$ cat src/rtl/decoder_pulse_seq.sv
// decoder_pulse_seq: sequential 4-to-16 one-hot decoder with a fixed hold time
// followed by one forced all-zero gap cycle, so repeated identical codes stay
// distinguishable on the enable lines downstream.
module decoder_pulse_seq #(
   parameter int HOLD_CYCLES = 4  // 1..255
) (
   input  logic        i_clk,
   input  logic        i_reset,
   input  logic        i_enable,
   input  logic [3:0]  i_binary_in,
   input  logic        i_in_valid,
   output logic        o_in_ready,
   output logic [15:0] o_decoder_out,
   output logic        o_out_valid,
   output logic        o_busy
);

   typedef enum logic [1:0] {
      S_IDLE = 2'd0,
      S_HOLD = 2'd1,
      S_GAP  = 2'd2
   } state_t;

   // Counter starts at HOLD_CYCLES-1 so the pattern lasts exactly HOLD_CYCLES cycles.
   localparam logic [7:0] LP_CNT_INIT = 8'(HOLD_CYCLES - 1);

   state_t      r_state;
   state_t      w_next;
   logic [7:0]  r_cnt;
   logic [15:0] r_dout;
   logic        w_ready;
   logic        w_accept;

   // State register
   always_ff @(posedge i_clk or posedge i_reset) begin
      if (i_reset) r_state <= S_IDLE;
      else         r_state <= w_next;
   end

   // Next-state logic; an enable drop in HOLD skips the gap and goes straight to IDLE
   always_comb begin
      w_next = r_state;
      unique case (r_state)
         S_IDLE:  if (w_accept) w_next = S_HOLD;
         S_HOLD: begin
            if (!i_enable)          w_next = S_IDLE;
            else if (r_cnt == 8'd0) w_next = S_GAP;
         end
         S_GAP:   w_next = S_IDLE;
         default: w_next = S_IDLE;
      endcase
   end

   // Outputs decoded from registered state only, except in_ready which gates on enable/reset
   always_comb begin
      w_ready       = (r_state == S_IDLE) & i_enable & ~i_reset;
      w_accept      = i_in_valid & w_ready;
      o_in_ready    = w_ready;
      o_busy        = (r_state != S_IDLE);
      o_out_valid   = |r_dout;
      o_decoder_out = r_dout;
   end

   // Pattern and hold counter; pattern is loaded only on accept so later binary_in changes are ignored
   always_ff @(posedge i_clk or posedge i_reset) begin
      if (i_reset) begin
         r_cnt  <= 8'd0;
         r_dout <= 16'h0000;
      end else begin
         unique case (r_state)
            S_IDLE: begin
               if (w_accept) begin
                  r_dout <= 16'h0001 << i_binary_in;
                  r_cnt  <= LP_CNT_INIT;
               end else begin
                  r_dout <= 16'h0000;
                  r_cnt  <= 8'd0;
               end
            end
            S_HOLD: begin
               if (!i_enable) begin
                  r_dout <= 16'h0000;
                  r_cnt  <= 8'd0;
               end else if (r_cnt != 8'd0) begin
                  r_cnt  <= r_cnt - 8'd1;
               end else begin
                  r_dout <= 16'h0000;
               end
            end
            default: begin
               r_dout <= 16'h0000;
               r_cnt  <= 8'd0;
            end
         endcase
      end
   end

endmodule

$ cat config.mk
export PLATFORM = sky130hd
export DESIGN_NAME = decoder_pulse_seq
export DESIGN_NICKNAME = d
export VERILOG_FILES = /design/src/rtl/decoder_pulse_seq.sv
export SDC_FILE = /design/constraint.sdc
export NUM_CORES = 1
export LEC_CHECK = 0
export BUFFER_PORTS_ARGS = -buffer_cell sky130_fd_sc_hd__buf_2
export CAP_MARGIN = 20
export CORE_MARGIN = 4
export CORE_UTILIZATION = 47
export DETAILED_ROUTE_END_ITERATION = 10
export HOLD_SLACK_MARGIN = 0.06
export PLACE_DENSITY = 0.77
export SETUP_SLACK_MARGIN = 0.1
export SYNTH_ARGS = -nofsm -noshare
export SYNTH_HDL_FRONTEND = slang
export SYNTH_SLANG_ARGS = --single-unit
$ cat constraint.sdc
create_clock -name i_clk -period 1.9 [get_ports i_clk]
set_clock_uncertainty 0.15 [all_clocks]
set_input_delay 0 -clock i_clk [delete_from_list [all_inputs] [get_ports i_clk]]
set_output_delay 0 -clock i_clk [all_outputs]
set_load 0.02 [all_outputs]
==> results.yml, run 1 <==
routing:
  drtIter0Drc: 70
  vias: 1116
  wl_um: 3430
  drc: 0
  drt-pass1-iter-count: 4
  vias_per_cell: 6.27
  final_antenna_net_count: 0
  wl_per_cell_um: 19.3
global_routing:
  antenna_found_initial: 0
  grt_overflow: 0
  grt_max_degree: 20
  grt_pass1_vias: 1025
  grtUsageTotal_pct: 19.7
  grt_pass1_wl_um: 4990
timing:
  setup_slack_ns: 0.122
  finalSetupViolations: 0
  slew_headroom_pct: 70.7
  finalCritPeriodShare_pct: 93.6
  rsz0062_at_grt: "false"
  layout_min_cycle_time_ns: 1.78
  whs_ns: 0.386
  tns_ns: 0
  max_freq_mhz: 562
  hold_viol: 0
  drv_slew: 0
  worst_pin_slew_ns: 0.438
outcome:
  status: "complete, no violations"
synth:
  ys_ff_latch: 26
  syn-num-nets: 112
  synthDistinctLibCells: 35
  yosysWarnings: 0
  seq_area_frac_synth_pct: 54.6
  postSynthAreaPerCell_sq_um: 11.6
  syn-cell-area_sq_um: 1190
  syn_inst: 103
placement:
  io_buffer_count: 26
  place.gp.congestion: 0.890
  pre_cts_slack_ns: 0.0117
  place.detailed.hpwl_um: 2110
clocking:
  clock-sinks: 26
  cts_tree: "yes"
  worstSkewPairLatency_ns: 0.33
  clockBufferDepth: 2
  h-tree-depth: 1
  clk_pin_slew_ns: 0.15
  cts_root_buf: "clkbuf_4"
  numCtsBuffers: 3
finish:
  final_nets: 159
  final_common_cell: "buf_2"
  synthToLayoutAreaGrowth_pct: 35.4
  final_cell_mix: "buf_2, dfrtp_1, o2bb2ai_1"
  drive_above_1_share_pct: 37.6
  final_core_util_pct: 69.6
floorplan:
  die_h_um: 58.3
  dieWidth_um: 58.3
  rows: 17
  core_sq_um: 2320
  die_area_sq_um: 3400
  initial_core_util_pct: 51.4
  io_pins: 27
setup_path:
  critPathKind: "flip-flop to flip-flop"
  cp_data_required_time_ns: 1.96
  path_max_fanout: 5
  crit_path_end_kind: "flip-flop"
  start_kind: "flip-flop"
  cp.arrival_ns: 1.84
pwr:
  power.density_nw_per_um2: 710
  ir_drop_v: 0.000423
  leakage_nw: 0.774
flow_run:
  drv_cap: 0
worst_hold_path:
  hold_path_class: "flip-flop to flip-flop"
[synthesized netlist by cell type]
| cell | instances | share of area [%] |
|---|---|---|
| nand2b_1 | 2 | 1.1 |
| ha_1 | 1 | 1.1 |
| nor3_1 | 2 | 0.84 |
| nor4b_2 | 1 | 1.3 |
| o31ai_1 | 3 | 1.9 |
| or2_2 | 2 | 1.1 |
| nor4_1 | 4 | 2.1 |
| o21ai_1 | 1 | 0.42 |
| or3_1 | 2 | 1.1 |
| or4_4 | 1 | 0.95 |
| o211ai_1 | 1 | 0.63 |
| a21o_2 | 1 | 0.74 |
| nand2_1 | 3 | 0.95 |
| and2b_2 | 1 | 0.74 |
| dfrtp_1 | 26 | 55 |
| nor2_1 | 5 | 1.6 |
| nor4_2 | 1 | 1.1 |
| a22o_2 | 1 | 0.84 |
| and3b_1 | 1 | 0.74 |
| or3b_2 | 1 | 0.74 |
| or4_1 | 1 | 0.63 |
| inv_1 | 4 | 1.3 |
| nand4_1 | 3 | 1.6 |
| xnor2_1 | 1 | 0.74 |
| clkbuf_1 | 1 | 0.31 |
| nand3b_1 | 1 | 0.63 |
| o2bb2ai_1 | 15 | 11 |
| o21ai_0 | 2 | 0.84 |
| nor3b_2 | 1 | 1.1 |
| nand3_1 | 2 | 0.84 |
| a2111o_1 | 1 | 0.95 |
| o22ai_1 | 1 | 0.53 |
| nand4b_1 | 3 | 2.2 |
| buf_4 | 1 | 0.63 |
| a21oi_1 | 6 | 2.5 |
[cell type report]
type | instances | area, sq um
Clock inverter | 1 | 30.0
Inverter | 4 | 15.0
Antenna cell | 1 | 2.50
Clock buffer | 3 | 22.5
Fill cell | 152 | 706
Sequential cell | 26 | 652
Timing Repair Buffer | 44 | 295
Tap cell | 28 | 35.0
Multi-Input combinational cell | 71 | 561
[power breakdown]
group,switching [W],internal [W],total [W]
clock network,0.000173,0.000214,0.000387
logic,0.0000978,0.0000876,0.000185
registers,0.0000110,0.000562,0.000573
total,0.000282,0.000863,0.00114
[logic make-up (layout without fill, tap and decap cells)]
logic type,after synthesis,count (layout),synth area share [%]
flip-flops,26,26,54.6
AND/OR/NAND/NOR,37,37,21.0
AO/OA/AOI/OAI,32,32,20.4
XOR/XNOR,1,1,0.735
buffers and inverters,6,52,2.21
adder cells (fa/ha/maj),1,1,1.05
other,0,1,0
[worst paths after layout]
check	start	end	slack, ns	cells past startpoint
max in group asynchronous	i_reset	r_cnt[2]	0.46	5
worst max register to register	r_cnt[1]	o_decoder_out[3]	0.12	5
worst min register to register	o_decoder_out[0]	o_decoder_out[0]	0.39	1
worst min-delay path	o_decoder_out[0]	o_decoder_out[0]	0.39	1
worst max-delay path	r_cnt[1]	o_decoder_out[3]	0.12	5
min in group asynchronous	i_reset	o_decoder_out[14]	0.57	4
[layer usage]
layer	global-route usage [%]	share of wire, %
met1	25.7	39
met2	31.9	50
met3	3.29	7.4
met4	9.27	3.3
met5	0	0
[metrics by stage]
step / power, W / cell area [sq um] / std cells
after global placement: 0.000713 / 1390 / 161
after detailed placement: 0.000718 / 1390 / 161
after CTS: 0.00112 / 1550 / 174
after floorplan: 0.000668 / 1190 / 103
final: 0.00114 / 1610 / 178
after global routing: 0.00118 / 1610 / 177
[critical path, stage by stage (launching register included)]
cell	delay, ns
dfrtp_1	0.45
inv_1	0.13
ha_4	0.17
or3b_4	0.42
o21ai_2	0.22
o22ai_1	0.13
[repair_timing]
action | 4_1_cts | 5_1_grt
pin swaps | 1 | 4
hold buffers | 9 | 0
resized for setup | 3 | 10
hold endpoints to repair | 51 | 0
setup buffers | 0 | 3
endpoints found under the setup margin | 18 | 20
[flip-flops by register name (all words and copies together), names as in the netlist]
register / cells
r_state: 2
r_cnt: 8
o_decoder_out: 16
No activity file was read; power rests on OpenSTA's default activity.
==> inputs of run 2 (changes only) <==
Settings changed: REMOVE_ABC_BUFFERS set to 1.
==> results.yml, run 2 (synthesis results as in run 1) <==
outcome:
  status: "complete, no violations"
global_routing:
  grtUsageTotal_pct: 19.2
  grt_pass1_vias: 1065
  grt_pass1_wl_um: 5020
  grt_overflow: 0
  grt_max_degree: 17
  antenna_found_initial: 0
floorplan:
  core_sq_um: 2320
  dieWidth_um: 58.3
  die_area_sq_um: 3400
  io_pins: 27
  initial_core_util_pct: 51.4
  rows: 17
  die_h_um: 58.3
timing:
  max_freq_mhz: 567
  rsz0062_at_grt: "true"
  drv_slew: 0
  slew_headroom_pct: 72.6
  hold_viol: 0
  finalSetupViolations: 0
  worst_pin_slew_ns: 0.410
  layout_min_cycle_time_ns: 1.77
  finalCritPeriodShare_pct: 92.9
routing:
  wl_per_cell_um: 16.7
  drt-pass1-iter-count: 4
  vias_per_cell: 5.92
  drtIter0Drc: 25
  vias: 1053
  wl_um: 2980
  drc: 0
  final_antenna_net_count: 0
setup_path:
  critPathBufInv: 0
  r2r-start: "r_cnt[0]"
  cp.depth: 3
  reg2reg_depth: 3
  slowest_stage: "or4_4"
  path_max_fanout: 5
  critPathKind: "flip-flop to flip-flop"
  start_kind: "flip-flop"
  r2r-end: "r_cnt[5]"
  slowest_delay_ns: 0.59
  cp_cell_sequence: "or4_4 > a2111o_1 > a21oi_1"
  critPathTopFamily: "simple AND/OR/NAND/NOR gates"
  cp_data_required_time_ns: 2.00
  r2r_slack_ns: 0.13
  crit_path_end_kind: "flip-flop"
  cp.arrival_ns: 1.87
placement:
  io_buffer_count: 26
  dpl-instance-area_sq_um: 1410
  place.gp.congestion: 0.880
  place.detailed.hpwl_um: 2200
finish:
  regArea_sq_um: 652
  final_cell_mix: "buf_2, dfrtp_1, o2bb2ai_1"
  multi_input_area_sq_um: 534
  synthToLayoutAreaGrowth_pct: 33.0
  fillers: 177
  final_nets: 160
  largest_reg_flops: 16
  diodes: 0
  drive_above_1_share_pct: 36.0
  final_common_cell: "buf_2"
  fin_area_sq_um: 1580
clocking:
  clock-sinks: 26
  worstSkewPairLatency_ns: 0.32
  h-tree-depth: 1
  clk_pin_slew_ns: 0.14
  cts_tree: "yes"
  clockBufferDepth: 2
  numCtsBuffers: 3
  cts_root_buf: "clkbuf_4"
pwr:
  ir_drop_v: 0.000740
  leakage_nw: 0.778
  power_w: 0.00112
  power.density_nw_per_um2: 705
worst_hold_path:
  hold_path_class: "primary input to asynchronous set/reset pin"
flow_run:
  drv_cap: 0
[run 2: worst max path at each step]
| stage | endpoint | startpoint |
|---|---|---|
| floorplan | r_cnt[2] | r_cnt[0] |
| global placement | o_decoder_out[10] | r_cnt[0] |
| detailed placement | o_decoder_out[3] | r_cnt[0] |
| CTS | r_cnt[5] | r_cnt[2] |
| global route | o_decoder_out[3] | r_cnt[0] |
| finish | r_cnt[5] | r_cnt[0] |
[run 2: where the power goes]
part / switching (W) / leakage [nW] / internal [W]
Clock: 0.000162 / 0.0279 / 0.000213
Combinational: 0.0000890 / 0.391 / 0.0000814
Sequential: 0.00000955 / 0.359 / 0.000562
[run 2: area by class of cell]
class / instances / share of cell area [%]
clock buffers: 3 / 1.42
clock inverters: 1 / 1.90
inverters: 4 / 0.948
multi-input cells: 71 / 33.7
flip-flops and latches: 26 / 41.2
well taps: 28 / 2.21
repair buffers: 45 / 18.6
[run 2: what timing repair did]
action,4_1_cts,5_1_grt
pin swaps,0,1
hold endpoints to repair,51,0
hold buffers,9,0
gates resized for setup,4,2
buffers inserted,1,1
endpoints found under the setup margin,23,19
[run 2: per-layer routing]
metal | GRT usage (%) | part of all wire, % | vias up
li1 | - | - | 500
met1 | 26.0 | 47 | 516
met2 | 31.1 | 47 | 31
met3 | 4.17 | 4.2 | 6
met4 | 4.97 | 1.8 | 0
met5 | 0 | 0 | -
[run 2: worst reg2reg max path: stages, from the launching register on]
cell and delay (ns):
dfrtp_1 0.44, or4_4 0.59, a2111o_1 0.39, a21oi_1 0.14
[run 2: metrics by stage]
stage / cells / utilization [%] / worst slack, ns / setup TNS, ns / hold WS, ns
final: 178 / 68.3 / 0.135 / 0 / 0.0708
after detailed placement: 163 / 60.6 / 0.0392 / 0 / -0.130
after CTS: 177 / 67.8 / 0.108 / 0 / 0.0791
after floorplan: 101 / - / -0.0549 / -0.0549 / -0.110
after global placement: 163 / 60.6 / 0.0731 / 0 / -0.129
after global routing: 178 / 68.3 / 0.0728 / 0 / 0.103
